$ cat config.mk
export PLATFORM = sky130hd
export DESIGN_NAME = cellram_burst_ctrl
export DESIGN_NICKNAME = d
export VERILOG_FILES = /design/src/rtl/cellram_pkg.sv /design/src/rtl/cellram_beat_counter.sv /design/src/rtl/cellram_burst_ctrl.sv
export SDC_FILE = /design/constraint.sdc
export NUM_CORES = 1
export LEC_CHECK = 0
export ABC_AREA = 1
export BUFFER_PORTS_ARGS = -buffer_cell sky130_fd_sc_hd__buf_4
export CORE_MARGIN = 8
export CORE_UTILIZATION = 52
export DETAILED_ROUTE_END_ITERATION = 10
export GPL_TIMING_DRIVEN = 0
export HOLD_SLACK_MARGIN = 0.06
export MAX_ROUTING_LAYER = met4
export PLACE_DENSITY = 0.94
export SETUP_SLACK_MARGIN = 0.2
export SLEW_MARGIN = 10
export SYNTH_ARGS = -nofsm -noshare
export SYNTH_HDL_FRONTEND = slang
export SYNTH_SLANG_ARGS = --single-unit
export TNS_END_PERCENT = 5
$ cat constraint.sdc
create_clock -name CLK -period 2 [get_ports CLK]
set_input_delay 0.6 -clock CLK [delete_from_list [all_inputs] [get_ports CLK]]
set_output_delay 0.6 -clock CLK [all_outputs]
set_load 0.005 [all_outputs]
$ cat src/rtl/cellram_pkg.sv
// ============================================================================
// Module : cellram_pkg
// Brief  : Shared state encoding and Bus Configuration Register (BCR) builder.
// Rev    : 1.0  initial release
// ============================================================================
`default_nettype none

package cellram_pkg;

    typedef enum logic [2:0] {
        CFG_SETUP,
        CFG_WR,
        CFG_HOLD,
        IDLE,
        ADDR,
        LAT,
        XFER,
        FINISH
    } state_t;

    localparam int         c_bcr_w            = 23;
    localparam int         c_bcr_reg_sel_lsb  = 18;
    localparam logic [1:0] c_bcr_reg_sel      = 2'b10;
    localparam int         c_bcr_mode_bit     = 15;
    localparam logic       c_bcr_mode_sync    = 1'b0;
    localparam int         c_bcr_lat_lsb      = 11;
    localparam int         c_bcr_wait_pol_bit = 10;
    localparam logic       c_bcr_wait_pol_hi  = 1'b1;
    localparam int         c_bcr_wrap_bit     = 3;
    localparam logic       c_bcr_wrap_on      = 1'b0;
    localparam int         c_wait_limit       = 64;

    // Burst-length code: 4 -> 001, 8 -> 010, 16 -> 011; latency code equals the clock count.
    function automatic logic [c_bcr_w-1:0] bcr_value(input int latency, input int burst_len);
        logic [c_bcr_w-1:0] v;
        logic [2:0]         len_code;
        case (burst_len)
            8:       len_code = 3'b010;
            16:      len_code = 3'b011;
            default: len_code = 3'b001;
        endcase
        v                             = '0;
        v[c_bcr_reg_sel_lsb +: 2]     = c_bcr_reg_sel;
        v[c_bcr_mode_bit]             = c_bcr_mode_sync;
        v[c_bcr_lat_lsb +: 3]         = 3'(latency);
        v[c_bcr_wait_pol_bit]         = c_bcr_wait_pol_hi;
        v[c_bcr_wrap_bit]             = c_bcr_wrap_on;
        v[2:0]                        = len_code;
        return v;
    endfunction

endpackage

`default_nettype wire

$ cat src/rtl/cellram_beat_counter.sv
// ============================================================================
// Module : cellram_beat_counter
// Brief  : Loadable, enable-gated up-counter shared by latency, beat and wait counts.
// Rev    : 1.0  initial release
// ============================================================================
`default_nettype none

module cellram_beat_counter #(
    parameter int WIDTH = 4
) (
    input  logic             clk,
    input  logic             rstn,
    input  logic             load,
    input  logic [WIDTH-1:0] load_val,
    input  logic             en,
    output logic [WIDTH-1:0] count
);

    always_ff @(posedge clk) begin
        if (!rstn) begin
            count <= '0;
        end else if (load) begin
            count <= load_val;
        end else if (en) begin
            count <= count + WIDTH'(1);
        end
    end

endmodule

`default_nettype wire

$ cat src/rtl/cellram_burst_ctrl.sv
// ============================================================================
// Module : cellram_burst_ctrl
// Brief  : CellRAM synchronous burst controller with power-up BCR configuration.
// Rev    : 1.0  initial release
// ============================================================================
`default_nettype none

module cellram_burst_ctrl
    import cellram_pkg::*;
#(
    parameter int ADDR_W    = 23,
    parameter int DATA_W    = 16,
    parameter int BURST_LEN = 4,
    parameter int LATENCY   = 3
) (
    input  logic              CLK,
    input  logic              RSTN,
    input  logic              Start,
    input  logic              Write,
    input  logic [ADDR_W-1:0] AddrIn,
    input  logic [DATA_W-1:0] WrData,
    output logic              WrAck,
    output logic [DATA_W-1:0] RdData,
    output logic              RdValid,
    output logic              Busy,
    output logic              Done,
    output logic [ADDR_W-1:0] MemAddr,
    output logic [DATA_W-1:0] MemDqOut,
    input  logic [DATA_W-1:0] MemDqIn,
    output logic              MemDqOE,
    output logic              MemCRE,
    input  logic              MemWait,
    output logic              MemCE_n,
    output logic              MemWE_n,
    output logic              MemOE_n,
    output logic              MemADV_n,
    output logic              MemLB_n,
    output logic              MemUB_n
);

    localparam int LAT_W  = $clog2(LATENCY + 1);
    localparam int BEAT_W = $clog2(BURST_LEN) + 1;
    localparam int WAIT_W = $clog2(c_wait_limit + 1);

    localparam logic [ADDR_W-1:0] c_bcr       = ADDR_W'(bcr_value(LATENCY, BURST_LEN));
    localparam logic [LAT_W-1:0]  c_lat_last  = LAT_W'(LATENCY - 2);
    localparam logic [LAT_W-1:0]  c_hold_last = LAT_W'(1);
    localparam logic [BEAT_W-1:0] c_beat_last = BEAT_W'(BURST_LEN - 1);
    localparam logic [WAIT_W-1:0] c_wait_last = WAIT_W'(c_wait_limit);

    state_t              r_state;
    logic                r_write;
    logic [LAT_W-1:0]    w_lat_cnt;
    logic [BEAT_W-1:0]   w_beat_cnt;
    logic [WAIT_W-1:0]   w_wait_cnt;
    logic                w_in_xfer;
    logic                w_beat;
    logic                w_stall;

    assign w_in_xfer = (r_state == XFER);
    assign w_beat    = w_in_xfer && !MemWait;
    assign w_stall   = w_in_xfer && MemWait;

    // The latency counter also times the two CFG_HOLD cycles.
    cellram_beat_counter #(.WIDTH(LAT_W)) u_lat_cnt (
        .clk      (CLK),
        .rstn     (RSTN),
        .load     ((r_state == CFG_WR) || (r_state == ADDR)),
        .load_val ('0),
        .en       ((r_state == CFG_HOLD) || (r_state == LAT)),
        .count    (w_lat_cnt)
    );

    cellram_beat_counter #(.WIDTH(BEAT_W)) u_beat_cnt (
        .clk      (CLK),
        .rstn     (RSTN),
        .load     (r_state == ADDR),
        .load_val ('0),
        .en       (w_beat),
        .count    (w_beat_cnt)
    );

    // Counts consecutive stalled XFER cycles; any other cycle clears it.
    cellram_beat_counter #(.WIDTH(WAIT_W)) u_wait_cnt (
        .clk      (CLK),
        .rstn     (RSTN),
        .load     (!w_stall),
        .load_val ('0),
        .en       (w_stall),
        .count    (w_wait_cnt)
    );

    always_ff @(posedge CLK) begin
        if (!RSTN) begin
            r_state  <= CFG_SETUP;
            r_write  <= 1'b0;
            MemCE_n  <= 1'b1;
            MemWE_n  <= 1'b1;
            MemOE_n  <= 1'b1;
            MemADV_n <= 1'b1;
            MemLB_n  <= 1'b1;
            MemUB_n  <= 1'b1;
            MemCRE   <= 1'b0;
            MemDqOE  <= 1'b0;
            RdValid  <= 1'b0;
            WrAck    <= 1'b0;
            Done     <= 1'b0;
            Busy     <= 1'b1;
            MemAddr  <= '0;
            MemDqOut <= '0;
            RdData   <= '0;
        end else begin
            RdValid <= 1'b0;
            WrAck   <= 1'b0;
            Done    <= 1'b0;
            case (r_state)
                CFG_SETUP: begin
                    r_state  <= CFG_WR;
                    MemCRE   <= 1'b1;
                    MemADV_n <= 1'b0;
                    MemCE_n  <= 1'b0;
                    MemWE_n  <= 1'b0;
                    MemAddr  <= c_bcr;
                end
                CFG_WR: begin
                    r_state  <= CFG_HOLD;
                    MemCRE   <= 1'b0;
                    MemADV_n <= 1'b1;
                    MemCE_n  <= 1'b1;
                    MemWE_n  <= 1'b1;
                end
                CFG_HOLD: begin
                    if (w_lat_cnt == c_hold_last) begin
                        r_state <= IDLE;
                        Busy    <= 1'b0;
                    end
                end
                IDLE: begin
                    if (Start) begin
                        r_state  <= ADDR;
                        r_write  <= Write;
                        MemAddr  <= AddrIn;
                        MemADV_n <= 1'b0;
                        MemCE_n  <= 1'b0;
                        MemWE_n  <= ~Write;
                        Busy     <= 1'b1;
                    end
                end
                ADDR: begin
                    r_state  <= LAT;
                    MemADV_n <= 1'b1;
                end
                LAT: begin
                    if (w_lat_cnt == c_lat_last) begin
                        r_state <= XFER;
                        MemOE_n <= r_write;
                        MemDqOE <= r_write;
                        MemLB_n <= 1'b0;
                        MemUB_n <= 1'b0;
                    end
                end
                XFER: begin
                    if (!MemWait) begin
                        if (r_write) begin
                            WrAck    <= 1'b1;
                            MemDqOut <= WrData;
                        end else begin
                            RdValid <= 1'b1;
                            RdData  <= MemDqIn;
                        end
                    end
                    if ((!MemWait && (w_beat_cnt == c_beat_last)) ||
                        (MemWait && (w_wait_cnt == c_wait_last))) begin
                        r_state  <= FINISH;
                        Done     <= 1'b1;
                        MemCE_n  <= 1'b1;
                        MemWE_n  <= 1'b1;
                        MemOE_n  <= 1'b1;
                        MemADV_n <= 1'b1;
                        MemLB_n  <= 1'b1;
                        MemUB_n  <= 1'b1;
                        MemDqOE  <= 1'b0;
                    end
                end
                FINISH: begin
                    r_state <= IDLE;
                    Busy    <= 1'b0;
                end
                default: begin
                    r_state <= CFG_SETUP;
                end
            endcase
        end
    end

endmodule

`default_nettype wire

# After elaboration in Yosys (flattened, before gate mapping)

Cells that the tools add are included.

Flip-flop bits (word level): 82
Bits of input ports: 60
Logic and storage cells: 96

Add/sub/neg operators: 3
Equality and inequality tests: 14
Multiplexer cells: 25
Bitwise gates (word level): 5
Reduce and logical (&&, ||, !) cells: 30

Operator list:

| cell                                           | number |
|---|---|
| one-hot mux 23 bit (2 select lines)            | 1 |
| one-hot mux 3 bit (8 select lines)             | 1 |
| two-way mux 23 bit                             | 1 |
| AND reduction 3 bit                            | 6 |
| == test 3 bit (second input constant)          | 4 |
| two-way mux 3 bit                              | 4 |
| one-hot mux 1 bit (4 select lines)             | 3 |
| two-way mux 1 bit                              | 10 |
| == test 3 x 2 -> 1 bit (second input constant) | 3 |
| one-hot mux 1 bit (2 select lines)             | 4 |
| AND reduction 2 bit                            | 4 |
| nonzero test 4 bit                             | 2 |
| adder 7 x 1 -> 7 bit (second input constant)   | 1 |
| == test 7 bit (second input constant)          | 1 |
| != test 2 x 1 -> 1 bit (second input constant) | 3 |
| nonzero test 2 bit                             | 3 |
| OR reduction 2 bit                             | 3 |
| NOT 1 bit                                      | 5 |
| logical AND 1 bit                              | 4 |
| AND reduction 4 bit                            | 1 |
| adder 3 x 1 -> 3 bit (second input constant)   | 1 |
| == test 3 x 1 -> 1 bit (second input constant) | 1 |
| zero test 3 bit                                | 1 |
| logical OR 1 bit                               | 3 |
| other kinds (7)                                | 7 |

# Longest topological paths before layout

Gate-level depths: netlist (run 1).

Depth in word-level cells: 5
Mapped depth: 10

# Cells and area by module

Synthesis (run 1) repeated with hierarchy kept, for this count alone.

Cell total of the unflattened synthesis: 474
Area, all modules: 3520.9 µm²

By module, submodules not included:

| module                             | times used | cells an instance | area an instance (µm²) | seq. area each (µm²) |
|---|---|---|---|---|
| cellram_burst_ctrl                 | 1          | 371               | 2815.2                 | 1401.3 |
| cellram_beat_counter at u_wait_cnt | 1          | 56                | 424.2                  | 140.1 |
| cellram_beat_counter at u_beat_cnt | 1          | 25                | 162.7                  | 60.1 |
| cellram_beat_counter at u_lat_cnt  | 1          | 22                | 118.9                  | 40.0 |

# Worst setup path after synthesis (run 1)

No wires, ideal clock.

Path type: input to register
Start: input port RSTN
End: register RdValid
Library setup time: 128 ps
Arrival: 1198 ps
Data required time: 1872 ps
Setup slack: 674 ps
Stages: 4
Path buffers: 2
Cells stage by stage: buf_2 -> clkinv_1 -> clkbuf_1 -> nor2_1

Longest elaborated chain between the ends: 2

Ends and longest elaborated chain:

| element                             | line                      | RTL |
|---|---|---|
| from (decl)                         | cellram_burst_ctrl.sv:17  | `input logic RSTN,` |
| NOT 1 bit (no source line)          | n/a                       |  |
| OR reduction 3 bit (no source line) | n/a                       |  |
| to (signal assigned)                | cellram_burst_ctrl.sv:105 | `RdValid <= 1'b0;` |
| to (signal assigned)                | cellram_burst_ctrl.sv:113 | `RdValid <= 1'b0;` |
| to (signal assigned)                | cellram_burst_ctrl.sv:168 | `RdValid <= 1'b1;` |
| to (decl)                           | cellram_burst_ctrl.sv:24  | `output logic RdValid,` |

No other way between the ends.
A chain may end at the register's enable or synchronous reset.

# Final worst setup path (run 1)

Start: register r_state[2]
End: register MemAddr[3]

Longest elaborated chain between the ends: 3
Elaborated cells on any way between the ends: 6

Ends and longest elaborated chain:

| element                                                              | line                      | RTL |
|---|---|---|
| from (decl)                                                          | cellram_burst_ctrl.sv:51  | `state_t r_state;` |
| from (signal assigned)                                               | cellram_burst_ctrl.sv:95  | `r_state <= CFG_SETUP;` |
| from (signal assigned)                                               | cellram_burst_ctrl.sv:118 | `r_state <= CFG_WR;` |
| from (signal assigned)                                               | cellram_burst_ctrl.sv:126 | `r_state <= CFG_HOLD;` |
| == test 3 x 2 -> 1 bit or zero test 3 bit (tied branches)            | cellram_burst_ctrl.sv:116 | `case (r_state)` |
| != test 2 bit (no source line) or nonzero test 2 bit (tied branches) | n/a                       |  |
| AND reduction 2 bit (no source line)                                 | n/a                       |  |
| to (signal assigned)                                                 | cellram_burst_ctrl.sv:123 | `MemAddr <= c_bcr;` |
| to (signal assigned)                                                 | cellram_burst_ctrl.sv:142 | `MemAddr <= AddrIn;` |
| to (decl)                                                            | cellram_burst_ctrl.sv:27  | `output logic [ADDR_W-1:0] MemAddr,` |

Parallel ways exist; a longest one is shown, timed or not.

==> summary.txt, run 1 <==
Die
  – IO Pins: 127
  – Num rows: 29
  – Core region area: 6280 um^2
  – Die width: 95.9 um
  – Die area: 9200 um^2
  – Effective utilization at floorplan: 52.9%
  – Die H: 95.9 um

Synth
  – Synth Instances: 421
  – Sequential fraction of the synthesis area: 49.4%
  – Synthesis Warnings: 0
  – Yosys reg bits: 82
  – Cell area after synthesis: 3320 um^2
  – Syn nets: 486
  – Avg Cell Area, Syn: 7.89 um^2
  – Synth area leaders: dfxtp_1 49%, nor2_1 8.6%, o21ai_0 6.9%, a21oi_1 6.8%, nand2_1 6.8%
  – Synth top area share: 49.4%
  – Yosys cell types: 32
  – Synth area leader: dfxtp_1

Route
  – Via-to-Cell Ratio: 5.31
  – Via count: 3,379
  – Drt pass-1 iters: 5
  – Total wire length: 10,100 um
  – Antenna viol nets, final: 0
  – Routed wire per std cell: 15.9 um
  – 1st-iter DRT viols: 150
  – Remaining routing DRC violations: 0

Clocking
  – Clock buffer depth: 2
  – H-tree Lvls: 3
  – Post_cts resized: 0
  – Root buf cell: clkbuf_8
  – # clock sinks: 82
  – # Post-CTS Setup Buffers: 0
  – Hold bufs inserted after CTS: 0
  – Cts bufs inserted: 9
  – Clock Latency Late Sink: 0.35 ns
  – Clock transition at path regs: 0.08 ns
  – CTS tree: built

Power
  – Pleak: 2.12 nW
  – VDD IR-drop max: 1.01 mV
  – PwrDens: 1220 nW/um^2

Setup path
  – RR Startpoint: r_state[2]
  – CP startpoint kind: flip-flop
  – Critical path arrival: 1.78 ns
  – Crit end category: flip-flop
  – CP max FO: 10
  – Critical path startpoint: r_state[2]
  – Worst Path Required: 2.24 ns
  – Worst Path Class, Setup: reg2reg

Layout
  – Layout cells sized above 1: 30.6%
  – # diodes: 0
  – Area grow syn2layout: 36.6%
  – Fin nets: 622

STA
  – Tmin final: 1.54 ns
  – Final WS setup: 0.460 ns
  – Final Hold Viols: 0
  – Final Cycle Share: 77.0%
  – Setup TNS: 0 ns
  – Max-slew violation count: 0
  – Slew headroom: 66.9%
  – Final clock skew: 0.00873 ns
  – Fmax: 649 MHz
  – Worst-margin pin slew: 0.496 ns
  – RSZ-0062 raised after global routing: no
  – Setup Viol. Count Final: 0

GRT
  – GRT Util Overall: 23.1%
  – First-pass GRT wire length: 16,000 um
  – Largest net degree at the start of global routing: 13
  – Vias in the first global route: 3,494
  – Total grt overflow: 0
  – Initial antenna violation count: 0

Worst hold path
  – Worst min-delay path startpoint: MemAddr[19]
  – Min-delay worst type: reg2reg

Outcome
  – Status: finished, final reports clean

Job
  – Max-cap violations: 0

Placement
  – DP Worst Slack: 0.281 ns
  – # port buffers: 125
  – Placed wire-length estimate: 7620 um
  – GP Congestion: 0.928
==> per-layer routing <==
| layer | global-route usage [%] | vias up | share of wire [%] |
|---|---|---|---|
| li1 | - | 1647 | - |
| met1 | 23.9 | 1576 | 39 |
| met2 | 38.2 | 120 | 51 |
| met3 | 7.41 | 36 | 6.7 |
| met4 | 13.1 | 0 | 4.2 |
| met5 | - | - | 0 |
==> worst max-delay path, stage by stage (launching register included) <==
cell	delay, ns
dfxtp_1	0.32
buf_6	0.14
inv_2	0.08
nand3_4	0.12
inv_4	0.15
nand2_4	0.08
nand2_4	0.09
inv_2	0.07
buf_6	0.14
a21oi_1	0.16
nor2_1	0.08
==> where the power goes <==
part	internal [mW]	switching (mW)
Sequential	1.98	0.196
Combinational	0.986	1.19
Clock	0.588	0.572
Total	3.56	1.96
==> logic make-up after synthesis <==
family / count (synthesis) / share of synthesized area, %
compound gates: 95 / 14.5
xor+xnor: 2 / 0.528
fa+ha+maj: 5 / 1.88
buf+inv: 50 / 7.99
flops: 82 / 49.4
simple gates: 187 / 25.7
==> sequential cells by signal, indices dropped and copies added, names as in the netlist, 2 cells and up <==
register	flops
MemAddr	23
MemDqOut	16
RdData	16
r_state	3
u_beat_cnt.count	3
u_lat_cnt.count	2
u_wait_cnt.count	7
==> layout by cell type, fill, tap and decap left out, types with 2 or more instances in the layout <==
cell and n:
buf_6 6, inv_2 5, inv_1 18, clkbuf_8 10
buf_2 5, nand2_1 60, clkbuf_1 6, nand3_1 31
nor2_1 76, buf_4 130, nand3_4 2, nand3_2 2
ha_1 5, nand2_4 2, o21ai_0 46, nand4_1 7
dfxtp_1 82, nor3b_1 2, buf_1 2, or2_2 2
a21oi_1 45
==> final timing paths <==
path	depth (start not counted)	slack, ns	to
setup / recovery	10	0.46	MemAddr[3]
hold / removal	2	0.47	MemAddr[19]
setup reg to reg	10	0.46	MemAddr[3]
hold reg to reg	2	0.47	MemAddr[19]
==> layout make-up <==
class,instances,area (um^2)
Fill cell,483,1740
Sequential cell,82,1640
Multi-Input combinational cell,289,1410
Timing Repair Buffer,125,938
Buffer,24,160
Clock buffer,10,138
Inverter,26,105
Tap cell,77,96.3
Clock inverter,3,42.5
==> through the flow <==
step / area, um^2 / cells / hold WS [ns] / power, mW / utilization (%)
finish: 4540 / 636 / 0.466 / 5.52 / 72.3
CTS: 4540 / 636 / 0.459 / 5.52 / 72.3
floorplan: 3320 / 421 / 0.430 / 3.46 / -
global placement: 4360 / 623 / 0.443 / 4.23 / 69.4
global route: 4540 / 636 / 0.465 / 5.86 / 72.3
detailed placement: 4360 / 623 / 0.453 / 4.34 / 69.4
==> synth_stat cells <==
master / count
a211oi_1: 1
or2_2: 2
nand2_1: 60
o21ai_1: 1
xnor2_1: 1
inv_2: 5
buf_4: 5
nand2_4: 2
nand3_4: 2
ha_1: 5
nor3b_1: 2
nand4_1: 7
inv_1: 18
a31oi_1: 1
buf_1: 2
buf_6: 6
a21oi_1: 45
o21ai_0: 46
o211ai_1: 1
nand3_2: 2
clkinv_4: 1
or2_1: 1
clkbuf_1: 6
xor2_1: 1
buf_2: 5
clkinv_1: 1
dfxtp_1: 82
inv_4: 1
nand3_1: 31
nor2_1: 76
nor2_4: 1
nor2_8: 1
(Power assumes the default switching activity.)
==> inputs of run 2 (changes only) <==
--- a/config.mk
+++ b/config.mk
@@ -8,12 +8,12 @@
 export ABC_AREA = 1
 export BUFFER_PORTS_ARGS = -buffer_cell sky130_fd_sc_hd__buf_4
 export CORE_MARGIN = 8
-export CORE_UTILIZATION = 52
+export CORE_UTILIZATION = 44
 export DETAILED_ROUTE_END_ITERATION = 10
 export GPL_TIMING_DRIVEN = 0
 export HOLD_SLACK_MARGIN = 0.06
 export MAX_ROUTING_LAYER = met4
-export PLACE_DENSITY = 0.94
+export PLACE_DENSITY = 0.86
 export SETUP_SLACK_MARGIN = 0.2
 export SLEW_MARGIN = 10
 export SYNTH_ARGS = -nofsm -noshare
==> constraint.sdc (replaced) <==
create_clock -name CLK -period 1.3 [get_ports CLK]
set_input_delay 0.39 -clock CLK [delete_from_list [all_inputs] [get_ports CLK]]
set_output_delay 0.39 -clock CLK [all_outputs]
set_load 0.005 [all_outputs]
==> summary.txt, run 2 (synthesis gave the netlist of run 1 again) <==
Outcome
  – Status: complete, but fails checks
  – Failing checks: negative setup slack

GRT
  – Met2 usage: 36.8%
  – Largest net degree at the start of global routing: 16
  – GRT met1 Usage: 22.0%
  – GRT Util Overall: 20.9%
  – Vias in the first global route: 3,641
  – First-pass GRT wire length: 17,000 um
  – Initial antenna violation count: 0
  – Busiest grt layer: met2
  – Met3 usage: 5.87%
  – Total grt overflow: 0

Route
  – Via-to-Cell Ratio: 5.26
  – Routed wire per std cell: 16.0 um
  – Total wire length: 11,000 um
  – Antenna viol nets, final: 0
  – Remaining routing DRC violations: 0
  – 1st-iter DRT viols: 208
  – Via count: 3,611
  – Drt pass-1 iters: 7

Setup path
  – Worst Path Required: 1.52 ns
  – Worst Path Class, Setup: reg2reg
  – CP max FO: 8
  – R2r worst-path depth: 8
  – Crit end category: flip-flop
  – CP startpoint kind: flip-flop
  – Critical path arrival: 1.66 ns

Layout
  – Area grow syn2layout: 56.3%
  – Biggest regs: MemAddr (23), MemDqOut (16), RdData (16)
  – Commonest non-fill, non-tap cell in the layout: buf_4
  – # diodes: 0
  – Layout cells sized above 1: 47.4%
  – Area of the multi-input gates: 1590 um^2
  – Max FFs per register: 23
  – Most flop-heavy register: MemAddr
  – FILL cells: 553
  – Reg area: 1680 um^2
  – Fin nets: 647
  – Most frequent cells in the layout: 113 x buf_4, 63 x nor2_1, 53 x nand2_1

Die
  – Effective utilization at floorplan: 45.5%
  – Die area: 10,600 um^2
  – IO Pins: 127
  – Die H: 103 um
  – Core region area: 7290 um^2
  – Die width: 103 um
  – Num rows: 31

STA
  – Max-slew violation count: 0
  – Fmax: 695 MHz
  – Final Hold Viols: 0
  – Setup TNS: -3.75 ns
  – Tmin final: 1.44 ns
  – Final Cycle Share: 111%
  – Worst-margin pin slew: 0.489 ns
  – Setup Viol. Count Final: 64
  – Slew headroom: 67.4%
  – RSZ-0062 raised after global routing: yes
  – Final WS setup: -0.139 ns
  – Hold slack: 0.248 ns
  – Final clock skew: 0.0131 ns

Clocking
  – Hold bufs inserted after CTS: 0
  – Clock buffer depth: 2
  – Clock Latency Late Sink: 0.36 ns
  – CTS tree: built
  – Clock transition at path regs: 0.09 ns
  – H-tree Lvls: 3
  – Root buf cell: clkbuf_8
  – # clock sinks: 82
  – Cts bufs inserted: 9

Worst hold path
  – WHS Path Cells: 3
  – Min-delay worst type: in2reg

Placement
  – # port buffers: 125
  – Placed wire-length estimate: 7220 um
  – GP Congestion: 0.882
  – DP Worst Slack: -0.215 ns

Power
  – VDD IR-drop max: 1.63 mV
  – PwrDens: 1920 nW/um^2
  – Pleak: 2.33 nW

Job
  – Max-cap violations: 0
==> run 2: cell types whose count changed in the layout (fill, tap and decap cells not counted), moves of 17 or more <==
cell | previous run | this run
buf_6 | 6 | 50
dfxtp_2 | 0 | 34
o21ai_0 | 46 | 25
o21ai_1 | 1 | 20
dfxtp_1 | 82 | 48
buf_4 | 130 | 113
==> run 2: layer usage <==
layer  vias up  share of wire [%]
li1       1712                  -
met1      1689                 38
met2       170                 53
met3        40                6.6
met4         0                2.7
met5         -                  0
==> run 2: cell type report <==
type,count,share of cell area (%)
sequential,82,32.4
tap,99,2.39
clock buffer,10,2.65
inverter,26,2.31
buffer,24,3.88
multi-input combinational,289,30.6
timing repair buffer,150,24.3
clock inverter,6,1.40
==> run 2: worst max-delay path, cell delays in order, from the launching register on <==
cell	delay, ns
dfxtp_2	0.34
buf_6	0.15
inv_4	0.05
nand3_1	0.14
nor2_1	0.08
nor2_2	0.24
nand4_1	0.15
nand2_1	0.11
nor2_1	0.05
==> run 2: worst paths after layout <==
kind	from	to	slack (ns)
min	AddrIn[3]	MemAddr[3]	0.25
min reg2reg	u_wait_cnt.count[0]	u_wait_cnt.count[0]	0.45
max	r_state[2]	r_state[1]	-0.14
max reg2reg	r_state[2]	r_state[1]	-0.14
==> run 2: repair_timing <==
| item | 4_1_cts | 5_1_grt |
|---|---|---|
| endpoints found under the setup margin | 149 | 149 |
| gates resized for setup | 127 | 39 |
| gates cloned | 3 | 1 |
| pin swaps | 21 | 7 |
| setup buffers | 18 | 3 |
==> run 2: per-stage QoR <==
step | std cells | area [um^2] | total power, mW | util, %
floorplan | 421 | 3330 | 5.33 | -
global placement | 645 | 4390 | 6.53 | 60.2
detailed placement | 645 | 4390 | 6.64 | 60.2
CTS | 682 | 5070 | 9.56 | 69.5
global route | 686 | 5190 | 10.5 | 71.2
finish | 686 | 5190 | 9.96 | 71.2
==> run 2: power by group <==
part           switching (mW)  total (mW)  leakage, nW  internal [mW]
combinational            2.29        4.50         1.54           2.21
sequential              0.369        3.50        0.678           3.13
clock                   0.994        1.96        0.109          0.968
